==> src/rtl/traffic_sensor_frontend.sv <==
// Sensor front end: synchronises and debounces vehicle loops and ambulance beacons,
// reports per-window vehicle densities and held ambulance requests for four approaches.
module traffic_sensor_frontend #(
   parameter int WINDOW   = 64,
   parameter int DEBOUNCE = 3,
   parameter int AMB_HOLD = 8
) (
   input  logic       clk,
   input  logic       rst_a,
   input  logic       veh_n,
   input  logic       veh_s,
   input  logic       veh_e,
   input  logic       veh_w,
   input  logic       amb_raw_n,
   input  logic       amb_raw_s,
   input  logic       amb_raw_e,
   input  logic       amb_raw_w,
   output logic [3:0] density_n,
   output logic [3:0] density_s,
   output logic [3:0] density_e,
   output logic [3:0] density_w,
   output logic       density_valid,
   output logic       amb_n,
   output logic       amb_s,
   output logic       amb_e,
   output logic       amb_w
);

   localparam int WW = $clog2(WINDOW);
   localparam logic [WW-1:0] W_LAST    = WW'(WINDOW - 1);
   localparam logic [3:0]    DB_LAST   = 4'(DEBOUNCE - 1);
   localparam logic [7:0]    HOLD_LOAD = 8'(AMB_HOLD - 1);

   typedef enum logic [1:0] {
      IDLE   = 2'd0,
      ACTIVE = 2'd1,
      HOLD   = 2'd2
   } amb_state_t;

   // Bits 3:0 are the vehicle loops n,s,e,w; bits 7:4 the ambulance beacons n,s,e,w.
   logic [7:0]    raw;
   logic [7:0]    sync_a;
   logic [7:0]    sync_b;
   logic [7:0]    filt;
   logic [3:0]    db_cnt [8];
   logic [3:0]    veh_d;
   logic [3:0]    veh_rise;
   logic [3:0]    veh_cnt [4];
   logic [3:0]    dens [4];
   logic [WW-1:0] win_cnt;
   logic          win_wrap;
   amb_state_t    amb_state [4];
   amb_state_t    amb_state_nx [4];
   logic [7:0]    hold_cnt [4];
   logic [7:0]    hold_nx [4];
   logic [3:0]    amb_q;

   assign raw = {amb_raw_w, amb_raw_e, amb_raw_s, amb_raw_n,
                 veh_w, veh_e, veh_s, veh_n};

   always_ff @(posedge clk or posedge rst_a) begin
      if (rst_a) begin
         sync_a <= '0;
         sync_b <= '0;
      end else begin
         sync_a <= raw;
         sync_b <= sync_a;
      end
   end

   // Filtered level follows the synchronised input only after DEBOUNCE consecutive disagreeing cycles.
   always_ff @(posedge clk or posedge rst_a) begin
      if (rst_a) begin
         filt <= '0;
         for (int i = 0; i < 8; i++) begin
            db_cnt[i] <= '0;
         end
      end else begin
         for (int i = 0; i < 8; i++) begin
            if (sync_b[i] == filt[i]) begin
               db_cnt[i] <= '0;
            end else if (db_cnt[i] == DB_LAST) begin
               filt[i]   <= sync_b[i];
               db_cnt[i] <= '0;
            end else begin
               db_cnt[i] <= db_cnt[i] + 4'd1;
            end
         end
      end
   end

   assign veh_rise = filt[3:0] & ~veh_d;
   assign win_wrap = (win_cnt == W_LAST);

   always_ff @(posedge clk or posedge rst_a) begin
      if (rst_a) begin
         veh_d   <= '0;
         win_cnt <= '0;
      end else begin
         veh_d   <= filt[3:0];
         win_cnt <= win_wrap ? '0 : win_cnt + WW'(1);
      end
   end

   // A rise seen on the wrap edge seeds the next window so nothing is lost at the boundary.
   always_ff @(posedge clk or posedge rst_a) begin
      if (rst_a) begin
         density_valid <= 1'b0;
         for (int i = 0; i < 4; i++) begin
            veh_cnt[i] <= '0;
            dens[i]    <= '0;
         end
      end else begin
         density_valid <= win_wrap;
         for (int i = 0; i < 4; i++) begin
            if (win_wrap) begin
               dens[i]    <= veh_cnt[i];
               veh_cnt[i] <= {3'b000, veh_rise[i]};
            end else if (veh_rise[i] && (veh_cnt[i] != 4'hF)) begin
               veh_cnt[i] <= veh_cnt[i] + 4'd1;
            end
         end
      end
   end

   always_comb begin
      for (int i = 0; i < 4; i++) begin
         amb_state_nx[i] = IDLE;
         hold_nx[i]      = hold_cnt[i];
         case (amb_state[i])
            IDLE: begin
               if (filt[4 + i]) begin
                  amb_state_nx[i] = ACTIVE;
               end
            end
            ACTIVE: begin
               if (filt[4 + i]) begin
                  amb_state_nx[i] = ACTIVE;
               end else begin
                  amb_state_nx[i] = HOLD;
                  hold_nx[i]      = HOLD_LOAD;
               end
            end
            HOLD: begin
               if (filt[4 + i]) begin
                  amb_state_nx[i] = ACTIVE;
               end else if (hold_cnt[i] == 8'd0) begin
                  amb_state_nx[i] = IDLE;
               end else begin
                  amb_state_nx[i] = HOLD;
                  hold_nx[i]      = hold_cnt[i] - 8'd1;
               end
            end
            default: begin
               amb_state_nx[i] = IDLE;
            end
         endcase
      end
   end

   // The request output is registered from the next state so it lines up with the state register.
   always_ff @(posedge clk or posedge rst_a) begin
      if (rst_a) begin
         amb_q <= '0;
         for (int i = 0; i < 4; i++) begin
            amb_state[i] <= IDLE;
            hold_cnt[i]  <= '0;
         end
      end else begin
         for (int i = 0; i < 4; i++) begin
            amb_state[i] <= amb_state_nx[i];
            hold_cnt[i]  <= hold_nx[i];
            amb_q[i]     <= (amb_state_nx[i] != IDLE);
         end
      end
   end

   assign density_n = dens[0];
   assign density_s = dens[1];
   assign density_e = dens[2];
   assign density_w = dens[3];
   assign amb_n     = amb_q[0];
   assign amb_s     = amb_q[1];
   assign amb_e     = amb_q[2];
   assign amb_w     = amb_q[3];

endmodule

==> config.mk <==
export PLATFORM = sky130hd
export DESIGN_NAME = traffic_sensor_frontend
export DESIGN_NICKNAME = d
export VERILOG_FILES = /design/src/rtl/traffic_sensor_frontend.sv
export SDC_FILE = /design/constraint.sdc
export NUM_CORES = 1
export LEC_CHECK = 0
export ABC_CLOCK_PERIOD_IN_PS = 9900
export CAP_MARGIN = 20
export CORE_ASPECT_RATIO = 0.9
export CORE_MARGIN = 3
export CORE_UTILIZATION = 60
export CTS_CLUSTER_DIAMETER = 100
export DETAILED_ROUTE_END_ITERATION = 7
export DONT_BUFFER_PORTS = 1
export HOLD_SLACK_MARGIN = 0.06
export PLACE_DENSITY_LB_ADDON = 0.12
export SLEW_MARGIN = 20
export SYNTH_ARGS = -nofsm -noshare
export SYNTH_HDL_FRONTEND = slang
export SYNTH_SLANG_ARGS = --single-unit
==> constraint.sdc <==
create_clock -name clk -period 9.9 [get_ports clk]
set_input_delay 1.98 -clock clk [delete_from_list [all_inputs] [get_ports clk]]
set_output_delay 1.98 -clock clk [all_outputs]
set_load 0.02 [all_outputs]
* Yosys cells after proc, flatten, opt, wreduce, memory -nomap -nowiden *
Cells that the tools add are included.
W data, S select, Z words.

word-level totals
  memories = 0
  bits in read-only memories = 0
  RAM bits = 0
  bits of input ports = 10
  output and inout port bits = 21
  latch bits = 0
  register bits after elaboration = 143

cells by class
  multiplexer cells = 61
  bitwise operators = 10
  add/subtract/negate cells = 17
  order comparisons = 0
  eq/ne operators = 41
  div/mod/pow operators = 0
  multipliers = 0
  reductions and logical operators = 36
  shift-type cells = 0

operators by type and width
  cell                   count
  $mux W4                24
  $mux W8                12
  $pmux W8 S2            4
  $add A4 B1 Y4 const B  12
  $eq A4 B2 Y1 const B   8
  $logic_not A8 Y1       4
  $sub A8 B1 Y8 const B  4
  $mux W2                12
  $ne A2 B2 Y1 const B   12
  $pmux W2 S3            4
  $reduce_bool A2 Y1     12
  $ne A4 B4 Y1 const B   4
  $reduce_and A2 Y1      8
  $reduce_and A4 Y1      4
  $eq A1 B1 Y1           8
  $eq A2 B1 Y1 const B   4
  $eq A2 B2 Y1 const B   4
  $logic_not A2 Y1       4
  $not A1 Y1             8
  $add A6 B1 Y6 const B  1
  $eq A6 B6 Y1 const B   1
  $mux W6                1
  $and A4 B4 Y4          1
  $logic_and A1 B1 Y1    4
  2 further kinds        5

* Depth between registers and ports, before layout *
  depth after elaboration = 5
  depth in mapped cells = 8
  depth with buffers taken out = 7

* Worst setup path after synthesis *
OpenSTA, ideal clock, no wires.

  path kind = reg-to-output
  from = reg dens, in the netlist density_e[0]
  to = out density_e[0]
  data arrival time = 0.423 ns
  path buffers = 0
  slack = 7.497 ns
  stages on the path, launching flop included = 1
  cell sequence = dfrtp_1

RTL lines
  item                              line  source
  start: declaration                49    logic [3:0] dens [4];
  start signal: indexed assignment  117   dens[i] <= veh_cnt[i];
  end: declaration                  20    output logic [3:0] density_e,

No word-level cell between the ends.

* Worst setup path after layout *
  from = reg dens, in the netlist density_n[0]
  to = out density_n[0]

RTL lines
  item              line  source
  end: declaration  18    output logic [3:0] density_n,

No word-level cell between the ends.

==> flow_summary.ini <==
[placed_design]
place_hpwl_microns = 6650
numPortBuffers = 0
gp_congestion = 0.810
dp_slack_ns = 6.55

[cts]
cts_tree = done
clock_latency_ns = 0.41
htreeDepth = 4
cts-root-buf = clkbuf_16
cts_sinks = 143
clock_path_buffers = 2
ctsResizeCount = 0
path_clk_slew_ns = 0.06
cts_buffers = 17
hold_buffers = 0
cts_setup_buffers = 0

[pwr]
p_total_uw = 1850
powerDensity_nw_per_um2 = 267
p_leak_uw = 0.00322
peakVddDrop_uv = 165

[grt]
met3_usage_pct = 6.40
met1_usage_pct = 24.2
grtUsageMet2_pct = 33.4
grt_pass1_vias = 4093
track_usage_pct = 19.7
grt_max_degree = 76
grt_busiest_layer = met2
grt_pass1_wl_microns = 18100
antenna_found_initial = 0
overflow = 0

[timing]
max_slew_margin_pct = 36.6
worstMarginPinSlew_ns = 0.943
hold_violations = 0
fin_crit_sh_pct = 28.8
rsz0062_at_grt = false
timing.final.ws_setup_ns = 7.04
skew_ns = 0.00926
drv_slew = 0
finalSetupViolCount = 0
period_needed_ns = 2.86
finalSetupTns_ns = 0
fmax_mhz = 350

[logic_synthesis]
ys_types = 53
synth_area_per_cell_sq_um = 11.3
ys_ff_latch = 143
syn-instance-count = 556
yosysSeqAreaShare_pct = 57.2
async_flop_share_pct = 100
synth_nets = 595
netlist_area_sq_um = 6260
synth-edff-count = 0
ys_warn_count = 0
yosys_most_used_dff = dfrtp_1

[routing]
detail-route-antenna-nets = 0
wl_microns = 10300
drc = 0
vias = 4007
drt_iter0_drc = 276
avgViaCountPerCell = 5.69
first_pass_iters = 4
routedWlPerCell_microns = 14.6

[setup_path]
path_class = flip-flop to primary output
crit_path_max_fanout = 2
crit_path_end_kind = primary output
crit_arrival_ns = 0.88
start_kind = flip-flop
worst_ep_required_time_ns = 7.92

[floorplanning]
die_area_sq_um = 11700
core_sq_um = 9910
fp.dieW_microns = 114
ios = 31
die_height_microns = 103
row_count = 34
start_util_pct = 63.2

[finish]
layout_commonest_cell = dfrtp_1
final_nets = 606
antenna_cells = 0
syn2layout_area_growth_pct = 10.6
mostFrequentLayoutCells = dfrtp_1, nor2_1, nand2_1
fin_util_pct = 69.9
drive_above_1_share_pct = 10.7

[run_status]
status = completed

[run]
cap_violations = 0

[min_path]
hold_class = flip-flop to flip-flop
-- logic make-up after synthesis --
logic type	share of synthesized area, %
AND/OR/NAND/NOR	16.9
flip-flops	57.2
buffers and inverters	2.22
adder cells (fa/ha/maj)	5.80
multiplexers	5.44
AO/OA/AOI/OAI	7.49
XOR/XNOR	5.04
-- state kept, by name, indices dropped and copies added, names as in the netlist, 6 cells and up --
| signal | cells |
|---|---|
| hold_cnt | 32 |
| sync_b | 8 |
| veh_cnt | 16 |
| filt | 8 |
| db_cnt | 32 |
| sync_a | 8 |
| amb_state | 8 |
| win_cnt | 6 |
-- layer usage --
layer | up-vias | share of wire, % | routed length [microns]
li1 | 1962 | - | -
met1 | 1980 | 46 | 4770
met2 | 54 | 48 | 4980
met3 | 11 | 3.9 | 400
met4 | 0 | 1.2 | 126
met5 | - | 0 | 0
-- synthesized netlist by cell type, types with 6 or more instances --
| library cell | count | area (sq um) |
|---|---|---|
| dfrtp_1 | 143 | 3580 |
| nor2_1 | 71 | 267 |
| nand2_1 | 35 | 131 |
| nand3_1 | 30 | 150 |
| ha_1 | 29 | 363 |
| xor2_1 | 25 | 219 |
| a21oi_1 | 24 | 120 |
| mux2_2 | 24 | 270 |
| inv_1 | 23 | 86.3 |
| nor3_1 | 15 | 75.1 |
| o21ai_0 | 15 | 75.1 |
| xnor2_1 | 11 | 96.3 |
| and3_1 | 8 | 50.1 |
| nor3b_1 | 8 | 60.1 |
| mux2i_1 | 7 | 70.1 |
| nor2b_1 | 7 | 43.8 |
| o31ai_1 | 7 | 52.6 |
| a21boi_0 | 6 | 45.0 |
-- path summary, 6_finish.rpt --
check / slack (ns) / startpoint / end / cells past startpoint
worst max-delay path: 7.04 / density_n[0] / density_n[0] / 0
worst min-delay path: 0.35 / sync_a[1] / sync_b[1] / 0
worst max register to register: 7.77 / hold_cnt[0] / hold_cnt[1] / 5
worst min register to register: 0.35 / sync_a[1] / sync_b[1] / 0
max in group asynchronous: 7.10 / rst_a / density_w[3] / 2
min in group asynchronous: 1.53 / rst_a / hold_cnt[8] / 1
-- stage by stage --
step           std cells  hold WS, ns  area [sq um]
2_1_floorplan        556        0.331          6260
3_3_place_gp         674        0.333          6390
3_5_place_dp         674        0.335          6390
4_1_cts              704        0.347          6930
5_1_grt              704        0.353          6930
6_report             704        0.349          6930
-- where the power goes --
group,leakage [uW],switching [uW],total (uW),internal (uW)
clock network,0.000257,232,579,347
logic,0.00117,218,391,173
registers,0.00180,157,877,719
total,0.00322,608,1850,1240
-- area by class of cell --
class / instances / area (sq um)
Clock inverter: 11 / 93.8
Sequential cell: 143 / 3580
Tap cell: 126 / 158
Clock buffer: 19 / 443
Inverter: 24 / 95.1
Timing Repair Buffer: 2 / 15.0
Multi-Input combinational cell: 379 / 2540
Fill cell: 694 / 2990
No activity file was read; power rests on OpenSTA's default activity.
